File: src/rtl/mips32_pkg.sv
// Shared MIPS32 definitions: opcode field values, loader state encoding,
// loader error codes and the default frame start marker.
package mips32_pkg;

  localparam logic [5:0] OP_ADD   = 6'b000000;
  localparam logic [5:0] OP_SUB   = 6'b000001;
  localparam logic [5:0] OP_AND   = 6'b000010;
  localparam logic [5:0] OP_OR    = 6'b000011;
  localparam logic [5:0] OP_SLT   = 6'b000100;
  localparam logic [5:0] OP_MUL   = 6'b000101;
  localparam logic [5:0] OP_LW    = 6'b001000;
  localparam logic [5:0] OP_SW    = 6'b001001;
  localparam logic [5:0] OP_ADDI  = 6'b001010;
  localparam logic [5:0] OP_SUBI  = 6'b001011;
  localparam logic [5:0] OP_SLTI  = 6'b001100;
  localparam logic [5:0] OP_BNEQZ = 6'b001101;
  localparam logic [5:0] OP_BEQZ  = 6'b001110;
  localparam logic [5:0] OP_HLT   = 6'b111111;

  localparam logic [7:0] DEFAULT_SYNC_BYTE = 8'hA5;

  typedef enum logic [2:0] {
    IDLE   = 3'd0,
    CNT_HI = 3'd1,
    CNT_LO = 3'd2,
    DATA   = 3'd3,
    CHK    = 3'd4,
    DONE   = 3'd5,
    ERR    = 3'd6
  } loader_state_t;

  typedef enum logic [1:0] {
    ERR_NONE     = 2'd0,
    ERR_COUNT    = 2'd1,
    ERR_CHECKSUM = 2'd2,
    ERR_OPCODE   = 2'd3
  } loader_err_t;

  function automatic logic opcode_legal(input logic [5:0] op);
    logic ok;
    case (op)
      OP_ADD, OP_SUB, OP_AND, OP_OR, OP_SLT, OP_MUL,
      OP_LW, OP_SW, OP_ADDI, OP_SUBI, OP_SLTI,
      OP_BNEQZ, OP_BEQZ, OP_HLT: ok = 1'b1;
      default:                   ok = 1'b0;
    endcase
    return ok;
  endfunction

endpackage

File: src/rtl/mips32_prog_loader_if.sv
// Byte stream in, memory write bus and status out for the program loader.
interface mips32_prog_loader_if;
  logic [7:0]  rx_data;
  logic        rx_valid;
  logic        rx_ready;
  logic        mem_we;
  logic [9:0]  mem_addr;
  logic [31:0] mem_wdata;
  logic        cpu_start;
  logic        busy;
  logic        done;
  logic [1:0]  err;

  modport master (
    input  rx_data, rx_valid,
    output rx_ready, mem_we, mem_addr, mem_wdata, cpu_start, busy, done, err
  );

  modport slave (
    output rx_data, rx_valid,
    input  rx_ready, mem_we, mem_addr, mem_wdata, cpu_start, busy, done, err
  );
endinterface

File: src/rtl/mips32_prog_loader_word_asm.sv
// Big-endian byte-to-word assembler with running XOR of every data byte.
module mips32_word_asm (
  input  logic        clk,
  input  logic        rst,
  input  logic        clear,
  input  logic        byte_en,
  input  logic [7:0]  byte_in,
  output logic [31:0] word_out,
  output logic        word_last,
  output logic [7:0]  xor_out
);
  logic [7:0] lane_reg [0:2];
  logic [1:0] idx_reg;
  logic [7:0] xor_reg;

  // lane 0 holds the newest byte; older bytes move up toward the MSB
  genvar gi;
  generate
    for (gi = 0; gi < 3; gi++) begin : g_lane
      logic [7:0] lane_in;
      if (gi == 0) begin : g_first
        assign lane_in = byte_in;
      end else begin : g_rest
        assign lane_in = lane_reg[gi-1];
      end
      always_ff @(posedge clk) begin
        if (rst || clear) begin
          lane_reg[gi] <= 8'h00;
        end else if (byte_en) begin
          lane_reg[gi] <= lane_in;
        end
      end
    end
  endgenerate

  always_ff @(posedge clk) begin
    if (rst || clear) begin
      idx_reg <= 2'd0;
      xor_reg <= 8'h00;
    end else if (byte_en) begin
      idx_reg <= idx_reg + 2'd1;
      xor_reg <= xor_reg ^ byte_in;
    end
  end

  assign word_out  = {lane_reg[2], lane_reg[1], lane_reg[0], byte_in};
  assign word_last = byte_en && (idx_reg == 2'd3);
  assign xor_out   = xor_reg;
endmodule

File: src/rtl/mips32_prog_loader.sv
// Loads framed program words from a byte stream into MIPS32 memory, checks
// count, checksum and opcodes, then releases the core.
module mips32_prog_loader
  import mips32_pkg::*;
#(
  parameter int         MEM_DEPTH = 1024,
  parameter logic [7:0] SYNC_BYTE = DEFAULT_SYNC_BYTE
) (
  input logic                  clk,
  input logic                  rst,
  mips32_prog_loader_if.master bus
);
  localparam logic [16:0] MAX_COUNT = 17'(MEM_DEPTH);

  loader_state_t state_reg, state_next;
  loader_err_t   err_reg, err_next;
  logic [15:0]   count_reg, count_next;
  logic [15:0]   word_cnt_reg, word_cnt_next;
  logic [9:0]    addr_reg, addr_next;
  logic [31:0]   wdata_reg, wdata_next;
  logic          we_reg, we_next;
  logic          start_reg, start_next;
  logic          done_reg, done_next;
  logic          illegal_reg, illegal_next;

  logic          accept;
  logic          asm_clear;
  logic          asm_en;
  logic          asm_last;
  logic [31:0]   asm_word;
  logic [7:0]    asm_xor;
  logic [15:0]   count_full;

  assign bus.rx_ready = 1'b1;
  assign accept       = bus.rx_valid && bus.rx_ready;
  assign asm_en       = accept && (state_reg == DATA);
  assign count_full   = {count_reg[15:8], bus.rx_data};

  mips32_word_asm u_word_asm (
    .clk       (clk),
    .rst       (rst),
    .clear     (asm_clear),
    .byte_en   (asm_en),
    .byte_in   (bus.rx_data),
    .word_out  (asm_word),
    .word_last (asm_last),
    .xor_out   (asm_xor)
  );

  always_ff @(posedge clk) begin
    if (rst) begin
      state_reg    <= IDLE;
      err_reg      <= ERR_NONE;
      count_reg    <= 16'd0;
      word_cnt_reg <= 16'd0;
      addr_reg     <= 10'd0;
      wdata_reg    <= 32'd0;
      we_reg       <= 1'b0;
      start_reg    <= 1'b0;
      done_reg     <= 1'b0;
      illegal_reg  <= 1'b0;
    end else begin
      state_reg    <= state_next;
      err_reg      <= err_next;
      count_reg    <= count_next;
      word_cnt_reg <= word_cnt_next;
      addr_reg     <= addr_next;
      wdata_reg    <= wdata_next;
      we_reg       <= we_next;
      start_reg    <= start_next;
      done_reg     <= done_next;
      illegal_reg  <= illegal_next;
    end
  end

  always_comb begin
    state_next    = state_reg;
    err_next      = err_reg;
    count_next    = count_reg;
    word_cnt_next = word_cnt_reg;
    addr_next     = addr_reg;
    wdata_next    = wdata_reg;
    we_next       = 1'b0;
    start_next    = 1'b0;
    done_next     = done_reg;
    illegal_next  = illegal_reg;
    asm_clear     = 1'b0;

    case (state_reg)
      IDLE, DONE, ERR: begin
        if (accept && (bus.rx_data == SYNC_BYTE)) begin
          state_next    = CNT_HI;
          err_next      = ERR_NONE;
          done_next     = 1'b0;
          word_cnt_next = 16'd0;
          addr_next     = 10'd0;
          illegal_next  = 1'b0;
          asm_clear     = 1'b1;
        end
      end
      CNT_HI: begin
        if (accept) begin
          count_next = {bus.rx_data, 8'h00};
          state_next = CNT_LO;
        end
      end
      CNT_LO: begin
        if (accept) begin
          count_next = count_full;
          if ((count_full == 16'd0) || ({1'b0, count_full} > MAX_COUNT)) begin
            state_next = ERR;
            err_next   = ERR_COUNT;
          end else begin
            state_next = DATA;
          end
        end
      end
      DATA: begin
        // the word is written even when its opcode is illegal
        if (asm_last) begin
          we_next       = 1'b1;
          wdata_next    = asm_word;
          addr_next     = word_cnt_reg[9:0];
          word_cnt_next = word_cnt_reg + 16'd1;
          if (!opcode_legal(asm_word[31:26])) begin
            illegal_next = 1'b1;
          end
          if (word_cnt_reg == count_reg - 16'd1) begin
            state_next = CHK;
          end
        end
      end
      CHK: begin
        if (accept) begin
          if (bus.rx_data != asm_xor) begin
            state_next = ERR;
            err_next   = ERR_CHECKSUM;
          end else if (illegal_reg) begin
            state_next = ERR;
            err_next   = ERR_OPCODE;
          end else begin
            state_next = DONE;
            done_next  = 1'b1;
            start_next = 1'b1;
          end
        end
      end
      default: begin
        state_next = IDLE;
      end
    endcase
  end

  assign bus.mem_we    = we_reg;
  assign bus.mem_addr  = addr_reg;
  assign bus.mem_wdata = wdata_reg;
  assign bus.cpu_start = start_reg;
  assign bus.done      = done_reg;
  assign bus.err       = err_reg;
  assign bus.busy      = (state_reg == CNT_HI) || (state_reg == CNT_LO) ||
                         (state_reg == DATA)   || (state_reg == CHK);
endmodule

File: src/flat_wrapper.sv
// flat-port wrapper written by rule: the top's interface ports become plain ports
module mips32_prog_loader_flat import mips32_pkg::*;
#(
  parameter int         MEM_DEPTH = 1024,
  parameter logic [7:0] SYNC_BYTE = DEFAULT_SYNC_BYTE
)
  (clk, rst, bus_rx_data, bus_rx_valid, bus_rx_ready, bus_mem_we, bus_mem_addr, bus_mem_wdata, bus_cpu_start, bus_busy, bus_done, bus_err);
  mips32_prog_loader_if bus_i ();
  input logic clk;
  input logic rst;
  input wire logic [$bits(bus_i.rx_data)-1:0] bus_rx_data;
  input wire logic [$bits(bus_i.rx_valid)-1:0] bus_rx_valid;
  output wire logic [$bits(bus_i.rx_ready)-1:0] bus_rx_ready;
  output wire logic [$bits(bus_i.mem_we)-1:0] bus_mem_we;
  output wire logic [$bits(bus_i.mem_addr)-1:0] bus_mem_addr;
  output wire logic [$bits(bus_i.mem_wdata)-1:0] bus_mem_wdata;
  output wire logic [$bits(bus_i.cpu_start)-1:0] bus_cpu_start;
  output wire logic [$bits(bus_i.busy)-1:0] bus_busy;
  output wire logic [$bits(bus_i.done)-1:0] bus_done;
  output wire logic [$bits(bus_i.err)-1:0] bus_err;
  assign bus_i.rx_data = bus_rx_data;
  assign bus_i.rx_valid = bus_rx_valid;
  assign bus_rx_ready = bus_i.rx_ready;
  assign bus_mem_we = bus_i.mem_we;
  assign bus_mem_addr = bus_i.mem_addr;
  assign bus_mem_wdata = bus_i.mem_wdata;
  assign bus_cpu_start = bus_i.cpu_start;
  assign bus_busy = bus_i.busy;
  assign bus_done = bus_i.done;
  assign bus_err = bus_i.err;
  mips32_prog_loader #(.MEM_DEPTH(MEM_DEPTH), .SYNC_BYTE(SYNC_BYTE)) u_core (.clk(clk), .rst(rst), .bus(bus_i));
endmodule
File: config.mk
export PLATFORM = sky130hd
export DESIGN_NAME = mips32_prog_loader_flat
export DESIGN_NICKNAME = d
export VERILOG_FILES = /design/src/rtl/mips32_pkg.sv /design/src/rtl/mips32_prog_loader_if.sv /design/src/rtl/mips32_prog_loader_word_asm.sv /design/src/rtl/mips32_prog_loader.sv /design/src/flat_wrapper.sv
export SDC_FILE = /design/constraint.sdc
export NUM_CORES = 1
export LEC_CHECK = 0
export ABC_AREA = 1
export BUFFER_PORTS_ARGS = -buffer_cell sky130_fd_sc_hd__buf_4
export CORE_MARGIN = 1
export CORE_UTILIZATION = 35
export CTS_CLUSTER_SIZE = 16
export DETAILED_ROUTE_END_ITERATION = 8
export HOLD_SLACK_MARGIN = 0.1
export MAX_ROUTING_LAYER = met4
export RECOVER_POWER = 100
export REMOVE_ABC_BUFFERS = 1
export SLEW_MARGIN = 20
export SYNTH_ARGS = -nofsm -noshare
export SYNTH_HDL_FRONTEND = slang
export SYNTH_SLANG_ARGS = --single-unit
File: constraint.sdc
create_clock -name clk -period 3.2 [get_ports clk]
set_clock_uncertainty 0.2 [all_clocks]
set_input_delay 0.64 -clock clk [delete_from_list [all_inputs] [get_ports clk]]
set_output_delay 0.64 -clock clk [all_outputs]
set_load 0.05 [all_outputs]
* Word level (Yosys, flattened, before mapping)
Memories as Yosys holds them, arrays and structs flattened. Index checks and enable logic that the tools add are counted.
Word-level totals: flip-flop bits (word level) 93, memory bits (writable) 24, ROM bits 64, input bits 11, memories kept 2
Memories:
- (no name shown) | words 64, bits a word 1, rd ports 1, clocked after memory_dff 0, wr ports 0, RTL line mips32_pkg.sv:41 | case (op)
- u_core.u_word_asm.lane_reg | words 3, bits a word 8, rd ports 3, clocked after memory_dff 0, wr ports 3, RTL line mips32_prog_loader_word_asm.sv:12 | logic [7:0] lane_reg [0:2];
Cells by class: add/subtract/negate cells 3, order comparisons 1, eq/ne operators 21, multiplexer cells 48, bitwise gates (word level) 8, reductions and logical operators 25
Operator list (count):
- 16-bit case mux with 2 select lines | 2
- 16-bit two-way mux | 3
- 8-bit two-way mux | 4
- 3-bit two-way mux | 8
- 10-bit two-way mux | 2
- 10-bit case mux with 2 select lines | 1
- 1-bit two-way mux | 17
- 16-bit by 1-bit adder with 16-bit output, second input constant | 1
- 16-bit equality test | 1
- 16-bit by 11-bit > comparator with 1-bit output, second input constant | 1
- 16-bit zero test | 1
- 16-bit by 1-bit subtractor with 16-bit output, second input constant | 1
- 3-bit case mux with 5 select lines | 1
- 2-bit two-way mux | 7
- 2-bit != test, second input constant | 7
- 6-bit AND reduction | 2
- 3-bit equality test, second input constant | 3
- 3-bit AND reduction | 3
- 8-bit equality test, second input constant | 1
- 8-bit != test | 1
- 8-bit XOR | 1
- 3-bit by 2-bit equality test with 1-bit output, second input constant | 2
- 2-bit by 1-bit != test with 1-bit output, second input constant | 3
- 2-bit case mux with 3 select lines | 1
- other kinds (18) | 32

* Longest topological paths before layout
Gate-level depths: netlist (run 1).
depth in word-level cells 8, depth in mapped cells 15, gate-level depth less buffers 15

* Hierarchy
From an unflattened synthesis (run 1), not the netlist that was laid out.
Second synthesis, totals: cells, all modules 776, area, all modules 5711.7 um2
Modules (own cells, without submodules):
- mips32_prog_loader | instances 1, cells each 634, area each 4305.4 um2, seq. area each 1661.6 um2
- mips32_word_asm | instances 1, cells each 142, area each 1406.3 um2, seq. area each 920.9 um2

* Worst setup path before layout (run 1)
Ideal clock, no wire load.
kind input -> register, start point in bus_rx_data[4], end point mem u_core.u_word_asm.lane_reg[0][0], enable pin, arrival time 1.867 ns, data required time 2.621 ns, slack 0.755 ns, cell stages on the path 7, buffers on the path 0, path through nor2_1 nand3_1 nor2_1 nand2_2 nand2_2 nor2_1 inv_1
RTL lines:
- start: declaration | RTL line flat_wrapper.sv:11 | input wire logic [$bits(bus_i.rx_data)-1:0] bus_rx_data;
- end: declaration | RTL line mips32_prog_loader_word_asm.sv:12

* Worst setup path in the final report (run 1)
start point reg u_core.state_reg[0], end point reg u_core.word_cnt_reg[13]
On the way: cells in the longest elaborated chain, start to end 5
RTL lines:
- start: declaration | RTL line mips32_prog_loader.sv:15 | loader_state_t state_reg, state_next;
- start signal: assignment | RTL line mips32_prog_loader.sv:63 | state_reg <= state_next;
- 3-bit by 2-bit equality test with 1-bit output | RTL line mips32_prog_loader.sv:36, mips32_prog_loader.sv:89
- 1-bit logical AND | RTL line mips32_prog_loader.sv:36 | assign asm_en = accept && (state_reg == DATA);
- 1-bit logical AND | RTL line mips32_prog_loader_word_asm.sv:47 | assign word_last = byte_en && (idx_reg == 2'd3);
- 2-bit by 1-bit != test with 1-bit output (no source line)
- 3-bit AND reduction (no source line)
- end signal: assignment | RTL line mips32_prog_loader.sv:66 | word_cnt_reg <= word_cnt_next;
- end: declaration | RTL line mips32_prog_loader.sv:18 | logic [15:0] word_cnt_reg, word_cnt_next;
Several ways; a longest one is shown, not always the timed one. A chain may end at the register's enable or synchronous reset.

==> flow_summary.json, run 1 <==
{
  "status": "complete, but fails checks",
  "violations": "DRC",
  "rrSetupSlack_ns": 0.48,
  "drive_gt1_share_pct": 7.39,
  "overflow": 0,
  "path_cells": "nand2_1 > nor2_1 > nand2_1 > nor2_8 > inv_4 > nand2_8 > nand2_1 > nor2_4 > nand4_1 > nor2_1 > nand2_1 > nand2_1 > nor2_1",
  "worstHoldStart": "u_core.illegal_reg$_SDFFE_PP0P_",
  "clockPowerShare_pct": 40.5,
  "drc_errors": 5,
  "routedWlPerCell_um": 14.1,
  "p_sw_share_pct": 32.1,
  "areaGrowthSynthToFinish_pct": 19.0,
  "cpLargestDelayFamily": "simple AND/OR/NAND/NOR gates",
  "worstPathRequired_ns": 3.32,
  "port_buffers": 58,
  "timing.setup.tns_ns": 0,
  "final_nets": 760,
  "crit_path_start_kind": "flip-flop",
  "worst_pin_slew_ns": 0.984,
  "p_leak_uw": 0.00272,
  "cts_tree": "yes",
  "fill_cells": 1486,
  "fin_cells": 942,
  "fin_crit_ns": 2.72,
  "hold_class": "reg -> reg",
  "synth-warning-count": 0,
  "use_met3_pct": 4.11,
  "power_frac_seq_pct": 34.1,
  "cellPowerDensity_nw_per_um2": 781,
  "use_met1_pct": 21.1,
  "internal_power_uw": 3370,
  "slowest_delay_ns": 0.42,
  "fmaxAchievable_ghz": 0.367,
  "cts-resized-gates": 0,
  "place_hpwl_um": 9400,
  "grt_use_met2_pct": 29.7,
  "top_usage_layer": "met2",
  "cp.arrival_ns": 2.84,
  "ios": 60,
  "period_share_pct": 85.1,
  "synthArstFlopShare_pct": 0,
  "cp_common_cell": "nand2_1",
  "ys_seq_area_share_pct": 48.4,
  "critPathMaxFanout": 25,
  "synth-main-ff-cell": "dfxtp_1",
  "hold_viol": 0,
  "first_pass_iters": 7,
  "power.switching_uw": 1590,
  "cts_max_path_buffers": 2,
  "dr_total_vias": 4665,
  "die_height_um": 125,
  "grtUsageTotal_pct": 18.1,
  "core_sq_um": 14700,
  "setup_viol": 0,
  "ys_seq_elements": 117,
  "whs_endpoint": "u_core.illegal_reg$_SDFFE_PP0P_",
  "die_width_um": 125,
  "ctsHoldBuffers": 0,
  "final_cell_mix": "120 x nand2_1, 112 x nor2_1, 93 x dfxtp_1",
  "grt_pass1_wl_um": 21500,
  "reg2reg_to": "u_core.word_cnt_reg[13]$_SDFFE_PP0P_",
  "slew_violations": 0,
  "grt_pass1_vias": 4456,
  "critPathSlowestCell": "dfxtp_1",
  "drv_cap": 0,
  "antenna_found_initial": 0,
  "post-cts-setup-buffers": 0,
  "grt_start_max_net_pins": 58,
  "clock_latency_ns": 0.42,
  "path_class": "reg -> reg",
  "cp_num_buf_inv": 1,
  "largest_register_ffs": 32,
  "viasPerCell": 4.95,
  "syn_inst": 687,
  "dp_slack_ns": 0.575,
  "synth_edf_count": 24,
  "irDropWorstVdd_mv": 0.409,
  "cts_sinks": 117,
  "fin_ws_ns": 0.478,
  "post_synth_instance_area_sq_um": 5340,
  "synth.distinct_cells": 42,
  "syn_avg_cell_area_sq_um": 7.77,
  "initialDrtViolationCount": 335,
  "diodes": 0,
  "final_common_cell": "nand2_1",
  "r2r_cells": 13,
  "clockRootBuffer": "clkbuf_16",
  "gp_congestion": 0.891,
  "placementRows": 44,
  "rsz0062_at_grt": "no",
  "cts_made_buffers": 17,
  "start_util_pct": 36.3,
  "hold_depth": 2,
  "fp.dieArea_sq_um": 15700,
  "drtAntennaViolNets": 0,
  "regToRegStartpoint": "u_core.state_reg[0]$_SDFFE_PP0P_",
  "p_comb_share_pct": 25.4,
  "drt-total-wl_um": 13300,
  "dpl.cell_count": 911,
  "cts_max_level": 4,
  "path_clk_slew_ns": 0.05,
  "relSlewSlack_pct": 34.4,
  "endpoint_kind": "flip-flop"
}
==> worst reg2reg max path: cells and delay by family (launching register included) <==
| kind | cells | cell delay, ns |
|---|---|---|
| AND/OR/NAND/NOR | 12 | 1.90 |
| flip-flops | 1 | 0.42 |
| buffers and inverters | 1 | 0.11 |
==> power by group through the flow <==
stage	clock network [uW]	logic (uW)	registers, uW
floorplan	0	927	1740
global placement	0	1250	1720
detailed placement	0	1270	1720
CTS	2050	1280	1690
global route	2120	1440	1700
finish	2010	1260	1690
==> per-layer routing <==
layer  vias up  routed length, um
met5         -                  0
met4         0                245
met3        18                537
met2       118               6400
met1      2158               6110
li1       2371                  -
==> cells in the mapped netlist, types with 2 or more instances <==
cell type  count  area share, %
nand2_1      116            8.2
nor2_1       110            7.7
dfxtp_1       93             35
inv_1         75            5.3
a21oi_1       60            5.6
o21ai_0       51            4.8
edfxtp_1      24             14
nand3_1       23            2.2
a211oi_1      19            2.7
xor2_1        16            2.6
clkbuf_1      15            1.1
nor3_1        13            1.2
nand4_1        9            1.1
xnor2_1        8            1.3
nand2_2        6           0.70
buf_2          5           0.47
o21ai_1        5           0.47
inv_2          4           0.28
ha_1           3           0.70
nand3b_1       3           0.42
buf_1          2           0.14
buf_4          2           0.28
nor2_2         2           0.23
nor3_2         2           0.38
nor3b_1        2           0.28
o21a_1         2           0.28
o21bai_1       2           0.28
==> cell families (layout without fill, tap and decap cells) <==
| family | after synthesis | count (layout) | share of synthesized area [%] |
|---|---|---|---|
| flip-flops | 117 | 117 | 48.4 |
| buffers and inverters | 105 | 176 | 7.69 |
| AO/OA/AOI/OAI | 142 | 142 | 14.5 |
| adder cells (fa/ha/maj) | 3 | 3 | 0.703 |
| other | 1 | 1 | 0.0703 |
| AND/OR/NAND/NOR | 294 | 294 | 24.3 |
| XOR/XNOR | 25 | 25 | 4.36 |
==> area by class of cell <==
class	count	area, sq um	share of cell area (%)
multi-input cells	465	2320	36.5
clock buffers	23	478	7.52
flip-flops and latches	117	2580	40.7
inverters	81	307	4.83
repair buffers	64	288	4.53
well taps	184	230	3.62
clock inverters	8	149	2.34
==> worst max path at each step <==
stage	from	endpoint	cells after the start
6_report	u_core.state_reg[0]$_SDFFE_PP0P_	u_core.word_cnt_reg[13]$_SDFFE_PP0P_	13
5_1_grt	u_core.state_reg[1]$_SDFFE_PP0P_	u_core.word_cnt_reg[12]$_SDFFE_PP0P_	8
4_1_cts	u_core.state_reg[0]$_SDFFE_PP0P_	u_core.word_cnt_reg[14]$_SDFFE_PP0P_	11
3_5_place_dp	bus_rx_data[1]	u_core.u_word_asm.lane_reg[2][6]$_SDFFCE_PN0P_	10
3_3_place_gp	bus_rx_data[1]	u_core.u_word_asm.lane_reg[2][0]$_SDFFCE_PN0P_	9
2_1_floorplan	bus_rx_data[4]	u_core.u_word_asm.lane_reg[0][0]$_SDFFCE_PN0P_	7
==> through the flow <==
step	hold slack, ns	cell area [sq um]	util [%]	total power [uW]
5_1_grt	0.290	6350	43.2	5260
3_5_place_dp	0.247	5940	40.4	2990
4_1_cts	0.255	6570	44.7	5020
2_1_floorplan	0.230	5230	-	2670
3_3_place_gp	0.246	5940	40.4	2970
6_report	0.254	6350	43.2	4960
Note: power is estimated with default switching activity, not from simulation.
==> run 2: changes to the inputs <==
--- a/config.mk
+++ b/config.mk
@@ -12,7 +12,7 @@
 export CTS_CLUSTER_SIZE = 16
 export DETAILED_ROUTE_END_ITERATION = 8
 export HOLD_SLACK_MARGIN = 0.1
-export MAX_ROUTING_LAYER = met4
+export PLACE_DENSITY = 0.58
 export RECOVER_POWER = 100
 export REMOVE_ABC_BUFFERS = 1
 export SLEW_MARGIN = 20
==> flow_summary.json, run 2 (synthesis gave the netlist of run 1 again) <==
{
  "routedWlPerCell_um": 14.3,
  "cp_num_buf_inv": 1,
  "port_buffers": 58,
  "cellPowerDensity_nw_per_um2": 771,
  "cts_tree": "yes",
  "cts_max_level": 4,
  "fin_util_pct": 43.0,
  "irDropWorstVdd_mv": 0.408,
  "cp.arrival_ns": 2.83,
  "placementRows": 44,
  "ctsHoldBuffers": 0,
  "drc_errors": 5,
  "clockRootBuffer": "clkbuf_16",
  "grt_pass1_vias": 4587,
  "dp_slack_ns": 0.633,
  "critPathSlowestCell": "dfxtp_1",
  "fin_crit_ns": 2.72,
  "endpoint_kind": "flip-flop",
  "critPathMaxFanout": 25,
  "diodes": 0,
  "worst_pin_slew_ns": 1.20,
  "viasPerCell": 4.99,
  "p_leak_uw": 0.00270,
  "drt-total-wl_um": 13500,
  "cts_max_path_buffers": 2,
  "post-cts-setup-buffers": 0,
  "grt_pass1_wl_um": 22500,
  "hold_class": "reg -> reg",
  "areaGrowthSynthToFinish_pct": 18.4,
  "cts_made_buffers": 17,
  "crit_path_start_kind": "flip-flop",
  "grtUsageTotal_pct": 18.3,
  "path_clk_slew_ns": 0.06,
  "violations": "DRC",
  "drv_cap": 0,
  "cts-resized-gates": 0,
  "path_class": "reg -> reg",
  "slowest_delay_ns": 0.43,
  "slew_violations": 0,
  "timing.setup.tns_ns": 0,
  "place_hpwl_um": 9580,
  "overflow": 0,
  "final_cell_mix": "119 x nand2_1, 111 x nor2_1, 93 x dfxtp_1",
  "ios": 60,
  "worstHoldStart": "u_core.illegal_reg$_SDFFE_PP0P_",
  "dr_total_vias": 4710,
  "initialDrtViolationCount": 300,
  "start_util_pct": 36.3,
  "gp_congestion": 0.881,
  "period_share_pct": 85.0,
  "status": "complete, but fails checks",
  "grt_start_max_net_pins": 58,
  "worstPathRequired_ns": 3.31,
  "die_width_um": 125,
  "antenna_found_initial": 0,
  "fp.dieArea_sq_um": 15700,
  "rsz0062_at_grt": "no",
  "regToRegStartpoint": "u_core.state_reg[0]$_SDFFE_PP0P_",
  "largest_register_ffs": 32,
  "cp_common_cell": "nand2_1",
  "drive_gt1_share_pct": 7.51,
  "cts_sinks": 117,
  "path_cells": "nand2_2 > nor2_1 > nand2_1 > nor2_8 > inv_4 > nand2_8 > nand2_1 > nor2_4 > nand4_1 > nor2_1 > nand2_1 > nand2_1 > nor2_1",
  "core_sq_um": 14700,
  "die_height_um": 125,
  "relSlewSlack_pct": 19.9,
  "crit_start": "u_core.state_reg[0]$_SDFFE_PP0P_",
  "final_nets": 760,
  "drtAntennaViolNets": 0,
  "setup_viol": 0,
  "first_pass_iters": 7,
  "fmaxAchievable_ghz": 0.368,
  "clock_latency_ns": 0.42,
  "hold_viol": 0,
  "final_common_cell": "nand2_1",
  "fin_ws_ns": 0.480,
  "cpLargestDelayFamily": "simple AND/OR/NAND/NOR gates"
}
run 2: cell count changes in the layout (fill, tap and decap cells not counted), sizes merged:
| cell | previous run | this run |
|---|---|---|
| clkbuf | 75 | 73 |
| clkinv | 3 | 5 |
| inv | 80 | 82 |
| buf | 12 | 11 |
| bufinv | 4 | 3 |
| clkinvlp | 2 | 3 |
run 2: final cells by class:
type / instances / area [sq um]
Clock buffer: 20 / 437
Clock inverter: 12 / 154
Fill cell: 1512 / 8380
Inverter: 81 / 307
Multi-Input combinational cell: 465 / 2330
Sequential cell: 117 / 2580
Tap cell: 184 / 230
Timing Repair Buffer: 64 / 284
run 2: worst reg2reg max path, cell delays in order, from the launching register on:
cell and delay, ns:
dfxtp_1 0.43, nand2_2 0.09, nor2_1 0.28, nand2_1 0.34, nor2_8 0.22, inv_4 0.11
nand2_8 0.18, nand2_1 0.17, nor2_4 0.14, nand4_1 0.16, nor2_1 0.16, nand2_1 0.07
nand2_1 0.06, nor2_1 0.04
run 2: path summary, 6_finish.rpt:
check	endpoint	slack, ns	depth (start not counted)
min	u_core.illegal_reg$_SDFFE_PP0P_	0.26	2
max	u_core.word_cnt_reg[13]$_SDFFE_PP0P_	0.48	13
min reg2reg	u_core.illegal_reg$_SDFFE_PP0P_	0.26	2
max reg2reg	u_core.word_cnt_reg[13]$_SDFFE_PP0P_	0.48	13
run 2: per-layer routing:
metal	track usage [%]	up-vias	wire length, um
met2	30.9	112	6490
met1	21.6	2201	6140
li1	-	2370	-
met5	0	-	0
met4	8.11	0	360
met3	5.39	27	511
run 2: report_power, final:
part	leakage (uW)	total [uW]	switching, uW	internal [uW]
logic	0.00142	1280	878	400
clock network	0.000281	1900	680	1220
registers	0.000999	1690	87.5	1600
run 2: metrics by stage:
| stage | hold WS, ns | cell area [sq um] | total power (uW) | instances |
|---|---|---|---|---|
| floorplan | 0.230 | 5230 | 2670 | 663 |
| global placement | 0.250 | 5940 | 2970 | 911 |
| detailed placement | 0.249 | 5940 | 3010 | 911 |
| CTS | 0.257 | 6540 | 4920 | 943 |
| global route | 0.296 | 6320 | 5160 | 943 |
| finish | 0.257 | 6320 | 4870 | 943 |
